==> src/rtl/aes_pkg.sv <==
// aes_pkg: shared AES types, constants and helpers used by the key schedule
package aes_pkg;
  typedef logic [7:0] ByteType;
  typedef enum logic [1:0] {IDLE, R0, EXPAND, PRESENT} ks_state_t;
  localparam ByteType RCON_INIT = 8'h01;
  localparam ByteType RCON_POLY = 8'h1B;
  localparam int AES128_NR = 10;
  function automatic ByteType xtime(input ByteType x);
    return {x[6:0], 1'b0} ^ (x[7] ? RCON_POLY : 8'h00);
  endfunction
endpackage

==> src/rtl/aes_rcon_gen.sv <==
// aes_rcon_gen: round-constant register, reloaded to 0x01 or advanced by xtime
module aes_rcon_gen import aes_pkg::*; (
  input  logic       clk,
  input  logic       nrst,
  input  logic       load,
  input  logic       adv,
  output logic [7:0] rcon
);
  // load has priority so an abort or a fresh start always restarts the sequence
  always_ff @(posedge clk or negedge nrst)
    if (!nrst) rcon <= RCON_INIT;
    else if (load) rcon <= RCON_INIT;
    else if (adv) rcon <= xtime(rcon);
endmodule

==> src/rtl/aes_key_sched_ctrl.sv <==
// aes_key_sched_ctrl: sequences AES-128 key expansion and hands round keys to the cipher
module aes_key_sched_ctrl import aes_pkg::*; #(
  parameter int PIPE_LAT   = 2,
  parameter int NUM_ROUNDS = AES128_NR
) (
  input  logic       clk,
  input  logic       nrst,
  input  logic       start,
  input  logic       abort,
  output logic       busy,
  output logic       done,
  output logic       rk_valid,
  input  logic       rk_ready,
  output logic [3:0] rk_round,
  output logic       rk_src,
  output logic       kg_en,
  output logic       kg_next_rnd,
  output logic       kg_gen_key,
  output logic [7:0] kg_rcon
);
  localparam int CW = $clog2(PIPE_LAT + 1);
  ks_state_t state;
  logic [3:0] round;
  logic [CW-1:0] cnt;
  logic hs, last;
  assign rk_valid    = (state == R0) || (state == PRESENT);
  assign hs          = rk_valid & rk_ready;
  assign last        = round == 4'(NUM_ROUNDS);
  assign busy        = state != IDLE;
  assign rk_round    = (state == PRESENT) ? round : 4'd0;
  assign rk_src      = state == PRESENT;
  assign kg_en       = state == EXPAND;
  assign kg_next_rnd = (state == EXPAND) && (round != 4'd1);
  assign kg_gen_key  = 1'b1;
  aes_rcon_gen u_rcon (
    .clk  (clk),
    .nrst (nrst),
    .load (abort || (state == IDLE) || ((state == PRESENT) && hs && last)),
    .adv  (!abort && (state == PRESENT) && hs && !last),
    .rcon (kg_rcon)
  );
  // round sequencing: present round 0, then expand/present each round until NUM_ROUNDS
  always_ff @(posedge clk or negedge nrst)
    if (!nrst) begin
      state <= IDLE;
      round <= 4'd0;
      cnt   <= '0;
      done  <= 1'b0;
    end else begin
      done <= 1'b0;
      if (abort) begin
        state <= IDLE;
        round <= 4'd0;
        cnt   <= '0;
      end else
        case (state)
          IDLE: if (start) state <= R0;
          R0: if (hs) begin
            round <= 4'd1;
            cnt   <= CW'(PIPE_LAT - 1);
            state <= EXPAND;
          end
          EXPAND: if (cnt == '0) state <= PRESENT; else cnt <= cnt - 1'b1;
          PRESENT: if (hs) begin
            if (last) begin
              state <= IDLE;
              round <= 4'd0;
              done  <= 1'b1;
            end else begin
              round <= round + 4'd1;
              cnt   <= CW'(PIPE_LAT - 1);
              state <= EXPAND;
            end
          end
          default: state <= IDLE;
        endcase
    end
endmodule

==> config.mk <==
export PLATFORM = sky130hd
export DESIGN_NAME = aes_key_sched_ctrl
export DESIGN_NICKNAME = d
export VERILOG_FILES = /design/src/rtl/aes_pkg.sv /design/src/rtl/aes_rcon_gen.sv /design/src/rtl/aes_key_sched_ctrl.sv
export SDC_FILE = /design/constraint.sdc
export NUM_CORES = 1
export LEC_CHECK = 0
export BUFFER_PORTS_ARGS = -buffer_cell sky130_fd_sc_hd__buf_4
export CAP_MARGIN = 20
export CORE_UTILIZATION = 52
export CTS_CLUSTER_DIAMETER = 200
export DETAILED_ROUTE_END_ITERATION = 7
export GPL_TIMING_DRIVEN = 0
export PLACE_DENSITY = 0.74
export RECOVER_POWER = 25
export SYNTH_ARGS = -nofsm -noshare
export SYNTH_HDL_FRONTEND = slang
export SYNTH_HIERARCHICAL = 1
export SYNTH_SLANG_ARGS = --single-unit
==> constraint.sdc <==
create_clock -name clk -period 2.1 [get_ports clk]
set_input_delay 0.105 -clock clk [delete_from_list [all_inputs] [get_ports clk]]
set_output_delay 0.105 -clock clk [all_outputs]
set_load 0.005 [all_outputs]
# --- Word-level counts from Yosys, hierarchy flattened ---
# Cells that the tools add are included.
# W data, S select, Z words.
op_classes:
  addsub: 2
  multipliers: 0
  div_mod_pow: 0
  order_cmp: 0
  eq_ne: 11
  shifts: 0
  mux: 26
  bitwise: 2
  reduce_logical: 20
op_table:
  columns: ["operator", "n"]
  rows:
  - ["$mux W2", 11]
  - ["$mux W4", 5]
  - ["$mux W8", 2]
  - ["$ne A3 B3 Y1 const B", 4]
  - ["$pmux W2 S4", 1]
  - ["$pmux W4 S2", 1]
  - ["$xor A8 B8 Y8", 1]
  - ["$logic_and A1 B1 Y1", 6]
  - ["$ne A3 B2 Y1 const B", 2]
  - ["$pmux W2 S3", 1]
  - ["$mux W5", 1]
  - ["$reduce_and A5 Y1", 1]
  - ["$add A4 B1 Y4 const B", 1]
  - ["$eq A2 B2 Y1 const B", 2]
  - ["$eq A4 B4 Y1 const B", 1]
  - ["$logic_not A2 Y1", 2]
  - ["$mux W1", 4]
  - ["$ne A4 B1 Y1 const B", 1]
  - ["$reduce_and A4 Y1", 1]
  - ["$reduce_bool A2 Y1", 2]
  - ["$reduce_bool A4 Y1", 1]
  - ["$logic_or A1 B1 Y1", 3]
  - ["$reduce_and A3 Y1", 1]
  - ["$reduce_bool A3 Y1", 1]
  - ["4 further kinds", 5]
totals:
  reg_bits: 17
  latchBits: 0
  mem_bits_rw: 0
  romBits: 0
  in_bits: 5
  n_memories: 0

# --- Depth between registers and ports, before layout ---
# Gate-level depths: netlist (run 1).
depth:
  ltp_word: 7
  ltp_mapped: 7
  depth_no_buf: 7

# --- Hierarchy ---
# The synthesis (run 1) kept the hierarchy.
by_module_without_submodules:
  columns: ["mod", "instances", "cells_per_inst", "area_each_um2"]
  rows:
  - ["aes_key_sched_ctrl", 1, 78, 691.9]
  - ["aes_rcon_gen", 1, 30, 349.1]

# --- Worst setup path after synthesis (run 1) ---
# No wires, ideal clock.
synth_path:
  kind: "reg2reg"
  from: "register state[0]"
  to: "register u_rcon.rcon[2]"
  setup_time_ps: 129
  arrival_ps: 1525
  required_ps: 1971
  path_slack_ps: 446
  stages_incl_launch_ff: 7
  synth_period_minus_slack_ps: 1654
  cell_sequence: "dfrtp_1 > ha_1 > nor3b_4 > and2_4 > buf_4 > mux2i_1 > nor2_1"
synth_via:
  elab_chain_len: 7
  elab_cells_between_ends: 14
synth_rtl:
  columns: ["element", "line", "rtl"]
  rows:
  - ["start: declaration", "aes_key_sched_ctrl.sv:22", "ks_state_t state;"]
  - ["start signal: assignment", "aes_key_sched_ctrl.sv:45", "state <= IDLE;"]
  - ["start signal: assignment", "aes_key_sched_ctrl.sv:52", "state <= IDLE;"]
  - ["start signal: assignment", "aes_key_sched_ctrl.sv:57", "IDLE: if (start) state <= R0;"]
  - ["$eq A2 B2 Y1 (*)", null, null]
  - ["net rk_src", "aes_key_sched_ctrl.sv:15", "output logic rk_src,"]
  - ["$logic_or A1 B1 Y1", "aes_key_sched_ctrl.sv:26", "assign rk_valid = (state == R0) || (state == PRESENT);"]
  - ["$and A1 B1 Y1", "aes_key_sched_ctrl.sv:27", "assign hs = rk_valid & rk_ready;"]
  - ["$logic_and A1 B1 Y1 (2 in a row)", "aes_key_sched_ctrl.sv:38", ".load (abort || (state == IDLE) || ((state == PRESENT) && hs && last)),"]
  - ["$logic_or A1 B1 Y1", "aes_key_sched_ctrl.sv:38", null]
  - ["$mux W8 / $reduce_bool A2 Y1 (equally long branches)", null, null]
  - ["end signal: assignment", "aes_rcon_gen.sv:13", "else if (adv) rcon <= xtime(rcon);"]
  - ["end: declaration", "aes_rcon_gen.sv:7", "output logic [7:0] rcon"]
# The timed path passes the listed nets; every way through them passes the cells marked *.
# A chain may end at the register's enable or synchronous reset.

# --- Worst setup path in the final report (run 1) ---
layout_path:
  from: "register state[0]"
  to: "register u_rcon.rcon[2]"
layout_via:
  elab_chain_len: 7
  elab_cells_between_ends: 14
layout_rtl:
  columns: ["element", "line"]
  rows:
  - ["$eq A2 B1 Y1 / $eq A2 B2 Y1 (equally long branches)", "aes_key_sched_ctrl.sv:26, aes_key_sched_ctrl.sv:38, aes_key_sched_ctrl.sv:39"]
  - ["$logic_or A1 B1 Y1", "aes_key_sched_ctrl.sv:26"]
  - ["$and A1 B1 Y1", "aes_key_sched_ctrl.sv:27"]
  - ["$logic_and A1 B1 Y1 (2 in a row)", "aes_key_sched_ctrl.sv:38"]
  - ["$logic_or A1 B1 Y1", "aes_key_sched_ctrl.sv:38"]
  - ["$mux W8 / $reduce_bool A2 Y1 (equally long branches)", null]
# Parallel ways exist; a longest one is shown, timed or not.

==> impl_metrics.prom, run 1 <==
# TYPE chip_impl_metric gauge
chip_impl_metric{name="grt_antenna_before_repair",unit=""} 0
chip_impl_metric{name="crit_cells",unit=""} 6
chip_impl_metric{name="synth-seq-cells",unit=""} 17
chip_impl_metric{name="viasPerCell",unit=""} 5.275
chip_impl_info{name="crit_family",value="simple AND/OR/NAND/NOR gates"} 1
chip_impl_info{name="tritoncts_clock_tree",value="done"} 1
chip_impl_metric{name="largest_net_degree_at_the_start_of_global_routing",unit=""} 18
chip_impl_metric{name="max-slew-margin-rel",unit="%"} 40.66
chip_impl_metric{name="postLayoutCoreUtil",unit="%"} 70.56
chip_impl_metric{name="io_buffers",unit=""} 22
chip_impl_metric{name="synth_enable_flop_cells",unit=""} 0
chip_impl_metric{name="fmaxAchievable",unit="GHz"} 0.5297
chip_impl_info{name="timing_worst_setup_path_type",value="reg2reg"} 1
chip_impl_info{name="crit_chain",value="ha_1 > nor3b_4 > and2_4 > buf_4 > mux2i_1 > nor2_1"} 1
chip_impl_metric{name="final_min_period_over_clock_period",unit="%"} 89.90
chip_impl_metric{name="dpl-instance-area",unit="um^2"} 1237
chip_impl_info{name="final_common_cell",value="sky130_fd_sc_hd__buf_4"} 1
chip_impl_metric{name="drt-wirelength-per-cell",unit="um"} 12.69
chip_impl_metric{name="worst_setup_hold_path_clk_slew",unit="ps"} 100
chip_impl_metric{name="violation_count_after_the_first_detailed_route_iteration",unit=""} 11
chip_impl_metric{name="worstPathRequired",unit="ps"} 2270
chip_impl_metric{name="critical-path-max-stage-delay",unit="ps"} 410
chip_impl_metric{name="syn_nets",unit=""} 118
chip_impl_metric{name="worst-endpoint-arrival",unit="ps"} 2060
chip_impl_info{name="critPathLaunchType",value="flop"} 1
chip_impl_metric{name="postSynthAreaPerCell",unit="um^2"} 9.639
chip_impl_metric{name="placed_cells_incl_taps",unit=""} 155
chip_impl_metric{name="clock_tree.buffer_depth",unit=""} 2
chip_impl_metric{name="dieWidth",unit="um"} 46.74
chip_impl_metric{name="grt_pass1_vias",unit=""} 785
chip_impl_info{name="outcome",value="complete, no violations"} 1
chip_impl_metric{name="post_layout_instance_count_excluding_filler_cells",unit=""} 160
chip_impl_metric{name="reg2reg_depth",unit=""} 6
chip_impl_metric{name="cts_bufs_inserted",unit=""} 3
chip_impl_metric{name="die_height",unit="um"} 46.74
chip_impl_metric{name="clock_tree.htree_level_count",unit=""} 1
chip_impl_metric{name="globalplace.congestion",unit=""} 0.8281
chip_impl_metric{name="post_cts_buffers",unit=""} 0
chip_impl_info{name="setup.worst_path.end_class",value="flop"} 1
chip_impl_metric{name="grt_pass1_wl",unit="um"} 3443
chip_impl_metric{name="power-per-cell-area",unit="nW/um^2"} 811.9
chip_impl_metric{name="preCtsSetupSlack",unit="ps"} 207.1
chip_impl_metric{name="synth.cell_area",unit="um^2"} 1041
chip_impl_metric{name="diodes",unit=""} 0
chip_impl_metric{name="synth_cell_types",unit=""} 40
chip_impl_metric{name="placeableCoreArea",unit="um^2"} 1802
chip_impl_metric{name="clock_latency",unit="ps"} 290
chip_impl_metric{name="stdcell_area",unit="um^2"} 1271
chip_impl_metric{name="drc",unit=""} 0
chip_impl_metric{name="synth_warn",unit=""} 6
chip_impl_metric{name="syn_to_final_growth",unit="%"} 22.12
chip_impl_metric{name="worst_pin_slew",unit="ps"} 890.1
chip_impl_metric{name="finalSetupViolCount",unit=""} 0
chip_impl_metric{name="route.final.wire_length",unit="um"} 2031
chip_impl_info{name="ys_dominant_reg_cell",value="sky130_fd_sc_hd__dfrtp_1"} 1
chip_impl_metric{name="drt_pre_antenna_iters",unit=""} 4
chip_impl_metric{name="final.hold.worst_slack",unit="ps"} 143.3
chip_impl_info{name="hold_path_class",value="in2reg"} 1
chip_impl_metric{name="cts_num_sinks",unit=""} 17
chip_impl_metric{name="power.total",unit="mW"} 1.032
chip_impl_metric{name="timing.clock.skew",unit="ps"} 0.6867
chip_impl_metric{name="die_area",unit="um^2"} 2185
chip_impl_info{name="most_frequent_cells_in_the_layout",value="sky130_fd_sc_hd__buf_4 (23), sky130_fd_sc_hd__dfrtp_1 (16), sky130_fd_sc_hd__inv_1 (10), sky130_fd_sc_hd__nor2_1 (10)"} 1
chip_impl_metric{name="final_period_minus_worst_setup_slack",unit="ps"} 1888
chip_impl_metric{name="report.final.slew_viol_count",unit=""} 0
chip_impl_metric{name="num_rows",unit=""} 15
chip_impl_metric{name="dr_total_vias",unit=""} 844
chip_impl_metric{name="dp_hpwl",unit="um"} 1499
chip_impl_metric{name="post-route-worst-setup-slack",unit="ps"} 212.1
chip_impl_metric{name="design.portCount",unit=""} 24
chip_impl_metric{name="final_layout_size_suffix_gt1_share",unit="%"} 29.63
chip_impl_metric{name="critical_path.max_fanout",unit=""} 10
chip_impl_metric{name="syn_inst",unit=""} 108
chip_impl_metric{name="cts_repair_resize_count",unit=""} 0
chip_impl_metric{name="hold_violations",unit=""} 0
chip_impl_metric{name="peakVddDrop",unit="uV"} 637.3
chip_impl_info{name="root_buffer",value="sky130_fd_sc_hd__clkbuf_4"} 1
chip_impl_metric{name="synthArstFlopShare",unit="%"} 100.0
chip_impl_metric{name="final_net_count",unit=""} 146
chip_impl_metric{name="worst_hold_path.num_cells",unit=""} 4
chip_impl_metric{name="start_util",unit="%"} 57.78
chip_impl_metric{name="cp.buffers_inverters",unit=""} 1
chip_impl_metric{name="drtAntennaViolNets",unit=""} 0
chip_impl_metric{name="fin_tns_setup",unit="ps"} 0
chip_impl_metric{name="power.leakage",unit="nW"} 0.5766
chip_impl_metric{name="grt.total_usage",unit="%"} 22.39
chip_impl_metric{name="synth_sequential_area_ratio",unit="%"} 40.99
chip_impl_metric{name="cap_violations",unit=""} 0
chip_impl_metric{name="overflow",unit=""} 0
chip_impl_info{name="grt_setup_unrepaired",value="no"} 1
chip_impl_info{name="critical-path-slowest-cell",value="sky130_fd_sc_hd__dfrtp_1"} 1
## what timing repair did
action / CTS / global route
endpoints found under the setup margin: 0 / 0
endpoints found under the hold margin: 17 / 0
hold buffers: 1 / 0
## state kept, by name, indices dropped and copies added, names as in the netlist
signal and count:
cnt 2, round 4, done 1, u_rcon/rcon 8, state 2
## cell type report
class | instances | area (um^2)
plain buffers | 5 | 28.78
clock buffers | 3 | 22.52
clock inverters | 1 | 5.005
fillers | 165 | 530.5
inverters | 10 | 37.54
multi-input cells | 76 | 548.0
flip-flops and latches | 17 | 426.7
well taps | 25 | 31.28
repair buffers | 23 | 171.4
## worst min-delay path: stages
cell and delay (ps):
sky130_fd_sc_hd__buf_4 100, sky130_fd_sc_hd__nor3b_4 50, sky130_fd_sc_hd__nand3_1 70, sky130_fd_sc_hd__o21ai_0 70
## logic make-up (layout without fill, tap and decap cells)
kind of cell / Yosys count / count (layout) / share of synthesized area [%]
flip-flops: 17 / 17 / 40.99
buffers and inverters: 15 / 42 / 6.369
AND/OR/NAND/NOR: 39 / 39 / 22.12
adder cells (fa/ha/maj): 5 / 5 / 6.010
XOR/XNOR: 3 / 3 / 2.524
AO/OA/AOI/OAI: 24 / 24 / 17.79
other: 1 / 1 / 0.3602
multiplexers: 4 / 4 / 3.846
## cell usage after synthesis (2+ instances only)
library cell / number / area [um^2]
sky130_fd_sc_hd__nand2_1: 7 / 26.28
sky130_fd_sc_hd__a211oi_1: 4 / 30.03
sky130_fd_sc_hd__and2_1: 3 / 18.77
sky130_fd_sc_hd__xnor2_1: 3 / 26.28
sky130_fd_sc_hd__dfrtp_1: 16 / 400.4
sky130_fd_sc_hd__nor2b_1: 2 / 12.51
sky130_fd_sc_hd__o21ai_0: 2 / 10.01
sky130_fd_sc_hd__nor3_1: 2 / 10.01
sky130_fd_sc_hd__ha_1: 5 / 62.56
sky130_fd_sc_hd__nor2_1: 10 / 37.54
sky130_fd_sc_hd__nand3_1: 5 / 25.02
sky130_fd_sc_hd__a21oi_1: 7 / 35.03
sky130_fd_sc_hd__mux2i_1: 4 / 40.04
sky130_fd_sc_hd__nor3b_1: 2 / 15.01
sky130_fd_sc_hd__inv_1: 10 / 37.54
sky130_fd_sc_hd__buf_4: 2 / 15.01
## routing by layer
layer,GRT usage (%),share of wire (%),up-vias
met3,5.000,4.3,2
met2,34.72,48,20
met5,0,0,-
met4,9.143,0.69,0
li1,-,-,430
met1,30.41,47,392
## power breakdown
part	switching, mW	internal, mW
clock	0.106	0.0708
combinational	0.253	0.208
sequential	0.0320	0.361
## final timing paths
| kind | start | end | slack [ps] |
|---|---|---|---|
| setup / recovery | state[0] | u_rcon/rcon[2] | 210 |
| hold / removal | abort | round[3] | 140 |
| setup reg to reg | state[0] | u_rcon/rcon[2] | 210 |
| hold reg to reg | u_rcon/rcon[5] | u_rcon/rcon[5] | 570 |
| max in group asynchronous | nrst | u_rcon/rcon[5] | 1120 |
| min in group asynchronous | nrst | round[3] | 430 |
Power figures use the tool's default switching activity.
==> inputs of run 2 (changes only) <==
Settings changed: REMOVE_ABC_BUFFERS set to 1.
==> run 2 against run 1 <==
Net effect:
- die area did not move
- combinational power is 3% lower
- via count is 0.24% lower
- non-clock buffer count shrank 5
==> impl_metrics.prom, run 2 (same netlist as run 1, synthesis figures left out) <==
# TYPE chip_impl_metric gauge
chip_impl_metric{name="diodes",unit=""} 0
chip_impl_metric{name="fmaxAchievable",unit="GHz"} 0.5462
chip_impl_metric{name="fin_tns_setup",unit="ps"} 0
chip_impl_metric{name="final_net_count",unit=""} 141
chip_impl_metric{name="globalplace.congestion",unit=""} 0.8750
chip_impl_metric{name="power.internal",unit="uW"} 635.4
chip_impl_metric{name="placeableCoreArea",unit="um^2"} 1802
chip_impl_metric{name="num_rows",unit=""} 15
chip_impl_metric{name="largest_net_degree_at_the_start_of_global_routing",unit=""} 18
chip_impl_metric{name="grt_pass1_vias",unit=""} 751
chip_impl_info{name="largest-register",value="u_rcon/rcon"} 1
chip_impl_metric{name="die_area",unit="um^2"} 2185
chip_impl_metric{name="clock_tree.htree_level_count",unit=""} 1
chip_impl_metric{name="reg2reg_depth",unit=""} 5
chip_impl_metric{name="drc",unit=""} 0
chip_impl_metric{name="dp_hpwl",unit="um"} 1557
chip_impl_metric{name="viasPerCell",unit=""} 5.432
chip_impl_metric{name="drtAntennaViolNets",unit=""} 0
chip_impl_metric{name="report.final.slew_viol_count",unit=""} 0
chip_impl_metric{name="syn_to_final_growth",unit="%"} 19.23
chip_impl_metric{name="route.final.wire_length",unit="um"} 2085
chip_impl_metric{name="cts_num_sinks",unit=""} 17
chip_impl_info{name="hold_start",value="abort"} 1
chip_impl_info{name="critical-path-slowest-cell",value="sky130_fd_sc_hd__dfrtp_1"} 1
chip_impl_info{name="crit-reg2reg-launch",value="state[0]"} 1
chip_impl_metric{name="grt.total_usage",unit="%"} 22.06
chip_impl_metric{name="critical_path.max_fanout",unit=""} 13
chip_impl_metric{name="peakVddDrop",unit="uV"} 602.7
chip_impl_info{name="biggestRegsByFlops",value="u_rcon/rcon (8), round (4)"} 1
chip_impl_metric{name="hold_violations",unit=""} 0
chip_impl_info{name="critPathLaunchType",value="flop"} 1
chip_impl_metric{name="clock_tree.buffer_depth",unit=""} 2
chip_impl_info{name="most_frequent_cells_in_the_layout",value="sky130_fd_sc_hd__buf_4 (21), sky130_fd_sc_hd__dfrtp_1 (16), sky130_fd_sc_hd__inv_1 (10), sky130_fd_sc_hd__nor2_1 (10)"} 1
chip_impl_metric{name="seqCellArea",unit="um^2"} 426.7
chip_impl_metric{name="cp.buffers_inverters",unit=""} 0
chip_impl_metric{name="num-fill-cells",unit=""} 145
chip_impl_metric{name="cts_repair_resize_count",unit=""} 0
chip_impl_metric{name="worstPathRequired",unit="ps"} 2330
chip_impl_info{name="startpoint",value="state[0]"} 1
chip_impl_metric{name="grt_antenna_before_repair",unit=""} 0
chip_impl_info{name="root_buffer",value="sky130_fd_sc_hd__clkbuf_4"} 1
chip_impl_metric{name="violation_count_after_the_first_detailed_route_iteration",unit=""} 10
chip_impl_info{name="crit_chain",value="ha_1 > nor3b_4 > and2_4 > nor2b_1 > a211o_2"} 1
chip_impl_metric{name="timing.clock.skew",unit="ps"} 2.544
chip_impl_metric{name="io_buffers",unit=""} 22
chip_impl_metric{name="finalSetupViolCount",unit=""} 0
chip_impl_metric{name="swShare",unit="%"} 38.11
chip_impl_metric{name="post_cts_buffers",unit=""} 0
chip_impl_metric{name="worst_hold_path.num_cells",unit=""} 2
chip_impl_info{name="outcome",value="complete, no violations"} 1
chip_impl_metric{name="final_layout_size_suffix_gt1_share",unit="%"} 26.92
chip_impl_metric{name="power-per-cell-area",unit="nW/um^2"} 827.1
chip_impl_info{name="timing_worst_setup_path_type",value="reg2reg"} 1
chip_impl_metric{name="dr_total_vias",unit=""} 842
chip_impl_metric{name="cap_violations",unit=""} 0
chip_impl_metric{name="design.portCount",unit=""} 24
chip_impl_metric{name="grt_pass1_wl",unit="um"} 3360
chip_impl_metric{name="worst-endpoint-arrival",unit="ps"} 2070
chip_impl_metric{name="dieWidth",unit="um"} 46.74
chip_impl_info{name="crit_family",value="simple AND/OR/NAND/NOR gates"} 1
chip_impl_metric{name="largest_register_ffs",unit=""} 8
chip_impl_metric{name="drt-wirelength-per-cell",unit="um"} 13.45
chip_impl_metric{name="placed_cells_incl_taps",unit=""} 150
chip_impl_metric{name="final_min_period_over_clock_period",unit="%"} 87.18
chip_impl_info{name="hold_path_class",value="in2reg"} 1
chip_impl_metric{name="worst_setup_hold_path_clk_slew",unit="ps"} 100
chip_impl_info{name="final_common_cell",value="sky130_fd_sc_hd__buf_4"} 1
chip_impl_metric{name="max-slew-margin-rel",unit="%"} 39.22
chip_impl_info{name="tritoncts_clock_tree",value="done"} 1
chip_impl_metric{name="crit_cells",unit=""} 5
chip_impl_metric{name="power_frac_clock",unit="%"} 17.6
chip_impl_metric{name="start_util",unit="%"} 57.78
chip_impl_metric{name="critical-path-max-stage-delay",unit="ps"} 420
chip_impl_metric{name="clock_latency",unit="ps"} 290
chip_impl_metric{name="p_switching",unit="uW"} 391.2
chip_impl_metric{name="setup_slack_on_the_worst_flop_to_flop_path",unit="ps"} 270
chip_impl_info{name="setup.worst_path.end_class",value="flop"} 1
chip_impl_metric{name="pwr-share-seq",unit="%"} 38.6
chip_impl_info{name="grt_setup_unrepaired",value="no"} 1
chip_impl_metric{name="post_layout_instance_count_excluding_filler_cells",unit=""} 155
chip_impl_metric{name="cts_bufs_inserted",unit=""} 3
chip_impl_metric{name="die_height",unit="um"} 46.74
chip_impl_metric{name="comb_power_share",unit="%"} 43.7
chip_impl_metric{name="power.leakage",unit="nW"} 0.5546
chip_impl_metric{name="worst_pin_slew",unit="ps"} 911.8
chip_impl_metric{name="area_of_combinational_cells_with_multiple_inputs",unit="um^2"} 548.0
chip_impl_metric{name="final_period_minus_worst_setup_slack",unit="ps"} 1831
chip_impl_metric{name="drt_pre_antenna_iters",unit=""} 4
chip_impl_metric{name="cts.hold.buffers_added",unit=""} 1
chip_impl_metric{name="overflow",unit=""} 0
-- run 2: per-stage QoR --
stage                     hold WS [ps]  setup WS (ps)  power, mW  area (um^2)  utilization, %
after floorplan                 -190.6          462.8     0.7004         1012               -
after global placement          -16.07          320.3     0.8366         1209           67.08
after detailed placement        -17.02          283.1     0.8516         1209           67.08
after CTS                        66.88          261.6      1.032         1245           69.10
after global routing             65.50          153.9      1.107         1241           68.89
final                            73.27          269.2      1.027         1241           68.89
-- run 2: per-layer routing --
metal	vias to the layer above	part of all wire, %	track usage, %
met5	-	0	0
met4	0	0.67	8.571
met3	2	3.5	4.615
met2	21	47	34.17
met1	400	48	30.47
li1	419	-	-
-- run 2: area by class of cell --
type                            instances  share of cell area (%)
Timing Repair Buffer                   23                   13.81
Sequential cell                        17                   34.37
Inverter                               10                   3.024
Tap cell                               25                   2.520
Multi-Input combinational cell         76                   44.15
Clock buffer                            4                   2.117
-- run 2: worst paths after layout --
| check | end |
|---|---|
| max reg2reg | u_rcon/rcon[0] |
| max | u_rcon/rcon[0] |
| min in group asynchronous | round[3] |
| min reg2reg | cnt[0] |
| max in group asynchronous | cnt[0] |
| min | cnt[0] |
-- run 2: power groups by stage --
stage	registers [mW]	logic (mW)	clock network [mW]
2_1_floorplan	0.392	0.308	0
3_3_place_gp	0.398	0.438	0
3_5_place_dp	0.402	0.450	0
4_1_cts	0.395	0.453	0.183
5_1_grt	0.401	0.510	0.196
6_report	0.397	0.449	0.181
==> inputs of run 3 (changes only) <==
Settings changed: CORE_UTILIZATION 52 to 55, CTS_BUF_LIST set to sky130_fd_sc_hd__clkbuf_8, PLACE_DENSITY 0.74 to 0.78.
==> run 3 against run 2 <==
Net effect:
- final cell count stayed put
- sequential power is essentially flat
- clock skew rose by 1.1 ps
- fmax barely moved
- clock power rose by 40%
- worst setup slack better by 1.1 ps
- via count fell by 0.12%
- largest cell class unchanged
- worst hold slack better by 44 ps
- sequential share of layout area decreased by 0.61 points
- utilization up 3.5 points
- design area is 1.8% higher
==> impl_metrics.prom, run 3 (same netlist as run 1, synthesis figures left out) <==
# TYPE chip_impl_metric gauge
chip_impl_metric{name="die_area",unit="um^2"} 2071
chip_impl_metric{name="final_net_count",unit=""} 141
chip_impl_metric{name="reg2reg_depth",unit=""} 5
chip_impl_metric{name="die_height",unit="um"} 45.51
chip_impl_info{name="final_common_cell",value="sky130_fd_sc_hd__buf_4"} 1
chip_impl_metric{name="num_rows",unit=""} 15
chip_impl_metric{name="dp_hpwl",unit="um"} 1560
chip_impl_metric{name="route.final.wire_length",unit="um"} 2119
chip_impl_info{name="largest-register",value="u_rcon/rcon"} 1
chip_impl_info{name="root_buffer",value="sky130_fd_sc_hd__clkbuf_8"} 1
chip_impl_metric{name="final.hold.worst_slack",unit="ps"} 117.7
chip_impl_info{name="outcome",value="complete, no violations"} 1
chip_impl_metric{name="post_cts_buffers",unit=""} 0
chip_impl_metric{name="power-per-cell-area",unit="nW/um^2"} 875.5
chip_impl_info{name="tritoncts_clock_tree",value="done"} 1
chip_impl_metric{name="syn_to_final_growth",unit="%"} 21.39
chip_impl_metric{name="drt-wirelength-per-cell",unit="um"} 13.67
chip_impl_metric{name="stdcell_area",unit="um^2"} 1264
chip_impl_metric{name="clock_tree.buffer_depth",unit=""} 2
chip_impl_metric{name="largest_register_ffs",unit=""} 8
chip_impl_metric{name="dpl-instance-area",unit="um^2"} 1209
chip_impl_metric{name="worst_hold_path.num_cells",unit=""} 2
chip_impl_metric{name="drtAntennaViolNets",unit=""} 0
chip_impl_metric{name="largest_net_degree_at_the_start_of_global_routing",unit=""} 18
chip_impl_metric{name="num-fill-cells",unit=""} 140
chip_impl_metric{name="report.final.slew_viol_count",unit=""} 0
chip_impl_metric{name="power.leakage",unit="nW"} 0.5613
chip_impl_metric{name="start_util",unit="%"} 59.64
chip_impl_metric{name="viasPerCell",unit=""} 5.426
chip_impl_metric{name="diodes",unit=""} 0
chip_impl_info{name="setup.worst_path.end_class",value="flop"} 1
chip_impl_info{name="biggestRegsByFlops",value="u_rcon/rcon (8), round (4)"} 1
chip_impl_metric{name="clock_tree.htree_level_count",unit=""} 1
chip_impl_metric{name="globalplace.congestion",unit=""} 0.8853
chip_impl_metric{name="met1Wirelength",unit="um"} 949
chip_impl_metric{name="grt_antenna_before_repair",unit=""} 0
chip_impl_metric{name="hold_violations",unit=""} 0
chip_impl_metric{name="grt_pass1_wl",unit="um"} 3663
chip_impl_metric{name="cts_num_sinks",unit=""} 17
chip_impl_metric{name="wl_met3",unit="um"} 109
chip_impl_metric{name="critical_path.max_fanout",unit=""} 13
chip_impl_info{name="most_frequent_cells_in_the_layout",value="sky130_fd_sc_hd__buf_4 (21), sky130_fd_sc_hd__dfrtp_1 (16), sky130_fd_sc_hd__inv_1 (10), sky130_fd_sc_hd__nor2_1 (10)"} 1
chip_impl_metric{name="met2_length",unit="um"} 1042
chip_impl_metric{name="timing.clock.skew",unit="ps"} 3.600
chip_impl_metric{name="postLayoutCoreUtil",unit="%"} 72.40
chip_impl_metric{name="overflow",unit=""} 0
chip_impl_metric{name="grt_pass1_vias",unit=""} 804
chip_impl_metric{name="cts_bufs_inserted",unit=""} 3
chip_impl_metric{name="max-slew-margin-rel",unit="%"} 40.16
chip_impl_metric{name="finalSetupViolCount",unit=""} 0
chip_impl_metric{name="worst_setup_hold_path_clk_slew",unit="ps"} 70
chip_impl_metric{name="final_min_period_over_clock_period",unit="%"} 87.13
chip_impl_metric{name="fmaxAchievable",unit="GHz"} 0.5466
chip_impl_metric{name="clock_latency",unit="ps"} 260
chip_impl_metric{name="io_buffers",unit=""} 22
chip_impl_info{name="critPathLaunchType",value="flop"} 1
chip_impl_metric{name="violation_count_after_the_first_detailed_route_iteration",unit=""} 13
chip_impl_metric{name="peakVddDrop",unit="uV"} 610.9
chip_impl_metric{name="worst_pin_slew",unit="ps"} 897.6
chip_impl_info{name="routed.top_layer",value="met4"} 1
chip_impl_metric{name="cap_violations",unit=""} 0
chip_impl_metric{name="final_period_minus_worst_setup_slack",unit="ps"} 1830
chip_impl_info{name="hold_path_class",value="in2reg"} 1
chip_impl_metric{name="fin_tns_setup",unit="ps"} 0
chip_impl_metric{name="grt.total_usage",unit="%"} 25.19
chip_impl_metric{name="worst-endpoint-arrival",unit="ps"} 2020
chip_impl_metric{name="final_layout_size_suffix_gt1_share",unit="%"} 27.69
chip_impl_metric{name="dr_total_vias",unit=""} 841
chip_impl_metric{name="design.portCount",unit=""} 24
chip_impl_metric{name="worstPathRequired",unit="ps"} 2290
chip_impl_metric{name="dieWidth",unit="um"} 45.51
chip_impl_info{name="timing_worst_setup_path_type",value="reg2reg"} 1
chip_impl_metric{name="drc",unit=""} 0
chip_impl_metric{name="placeableCoreArea",unit="um^2"} 1745
chip_impl_info{name="grt_setup_unrepaired",value="no"} 1
chip_impl_metric{name="drt_pre_antenna_iters",unit=""} 4
[run 3: power breakdown]
| part | total, mW | internal (mW) | switching [mW] |
|---|---|---|---|
| combinational | 0.456 | 0.201 | 0.255 |
| clock | 0.254 | 0.134 | 0.120 |
| sequential | 0.396 | 0.362 | 0.0346 |
| total | 1.11 | 0.697 | 0.410 |
[run 3: area by class of cell]
cell class | instances | area (um^2) | share of cell area [%]
clock buffer | 3 | 41.29 | 3.267
clock inverter | 1 | 7.507 | 0.5941
inverter | 10 | 37.54 | 2.970
multi-input combinational | 76 | 548.0 | 43.37
sequential | 17 | 426.7 | 33.76
tap | 25 | 31.28 | 2.475
timing repair buffer | 23 | 171.4 | 13.56
[run 3: through the flow]
stage	setup WS, ps	cells	total power, mW
2_1_floorplan	462.8	103	0.7004
3_3_place_gp	328.9	150	0.8367
3_5_place_dp	293.9	150	0.8554
4_1_cts	286.2	155	1.113
5_1_grt	144.8	155	1.203
6_report	270.4	155	1.106
[run 3: path summary, 6_finish.rpt]
kind | from | to | slack, ps
worst min-delay path | abort | cnt[0] | 120
worst max-delay path | state[0] | u_rcon/rcon[0] | 270
worst max register to register | state[0] | u_rcon/rcon[0] | 270
worst min register to register | u_rcon/rcon[6] | u_rcon/rcon[7] | 560
max in group asynchronous | nrst | u_rcon/rcon[6] | 1050
min in group asynchronous | nrst | u_rcon/rcon[7] | 510
[run 3: routing by layer]
layer,vias to the layer above,track usage (%)
li1,418,-
met1,393,32.32
met2,26,40.86
met3,4,7.143
met4,0,7.879
met5,-,0
[run 3: worst max-delay path, cell delays in order (launching register included)]
cell	delay, ps
sky130_fd_sc_hd__dfrtp_1	420
sky130_fd_sc_hd__ha_1	370
sky130_fd_sc_hd__nor3b_4	310
sky130_fd_sc_hd__and2_4	290
sky130_fd_sc_hd__nor2b_1	70
sky130_fd_sc_hd__a211o_2	300
[run 3: repair_timing]
action,4_1_cts,5_1_grt
hold endpoints to repair,17,0
hold buffers,1,0
resized for setup,0,0
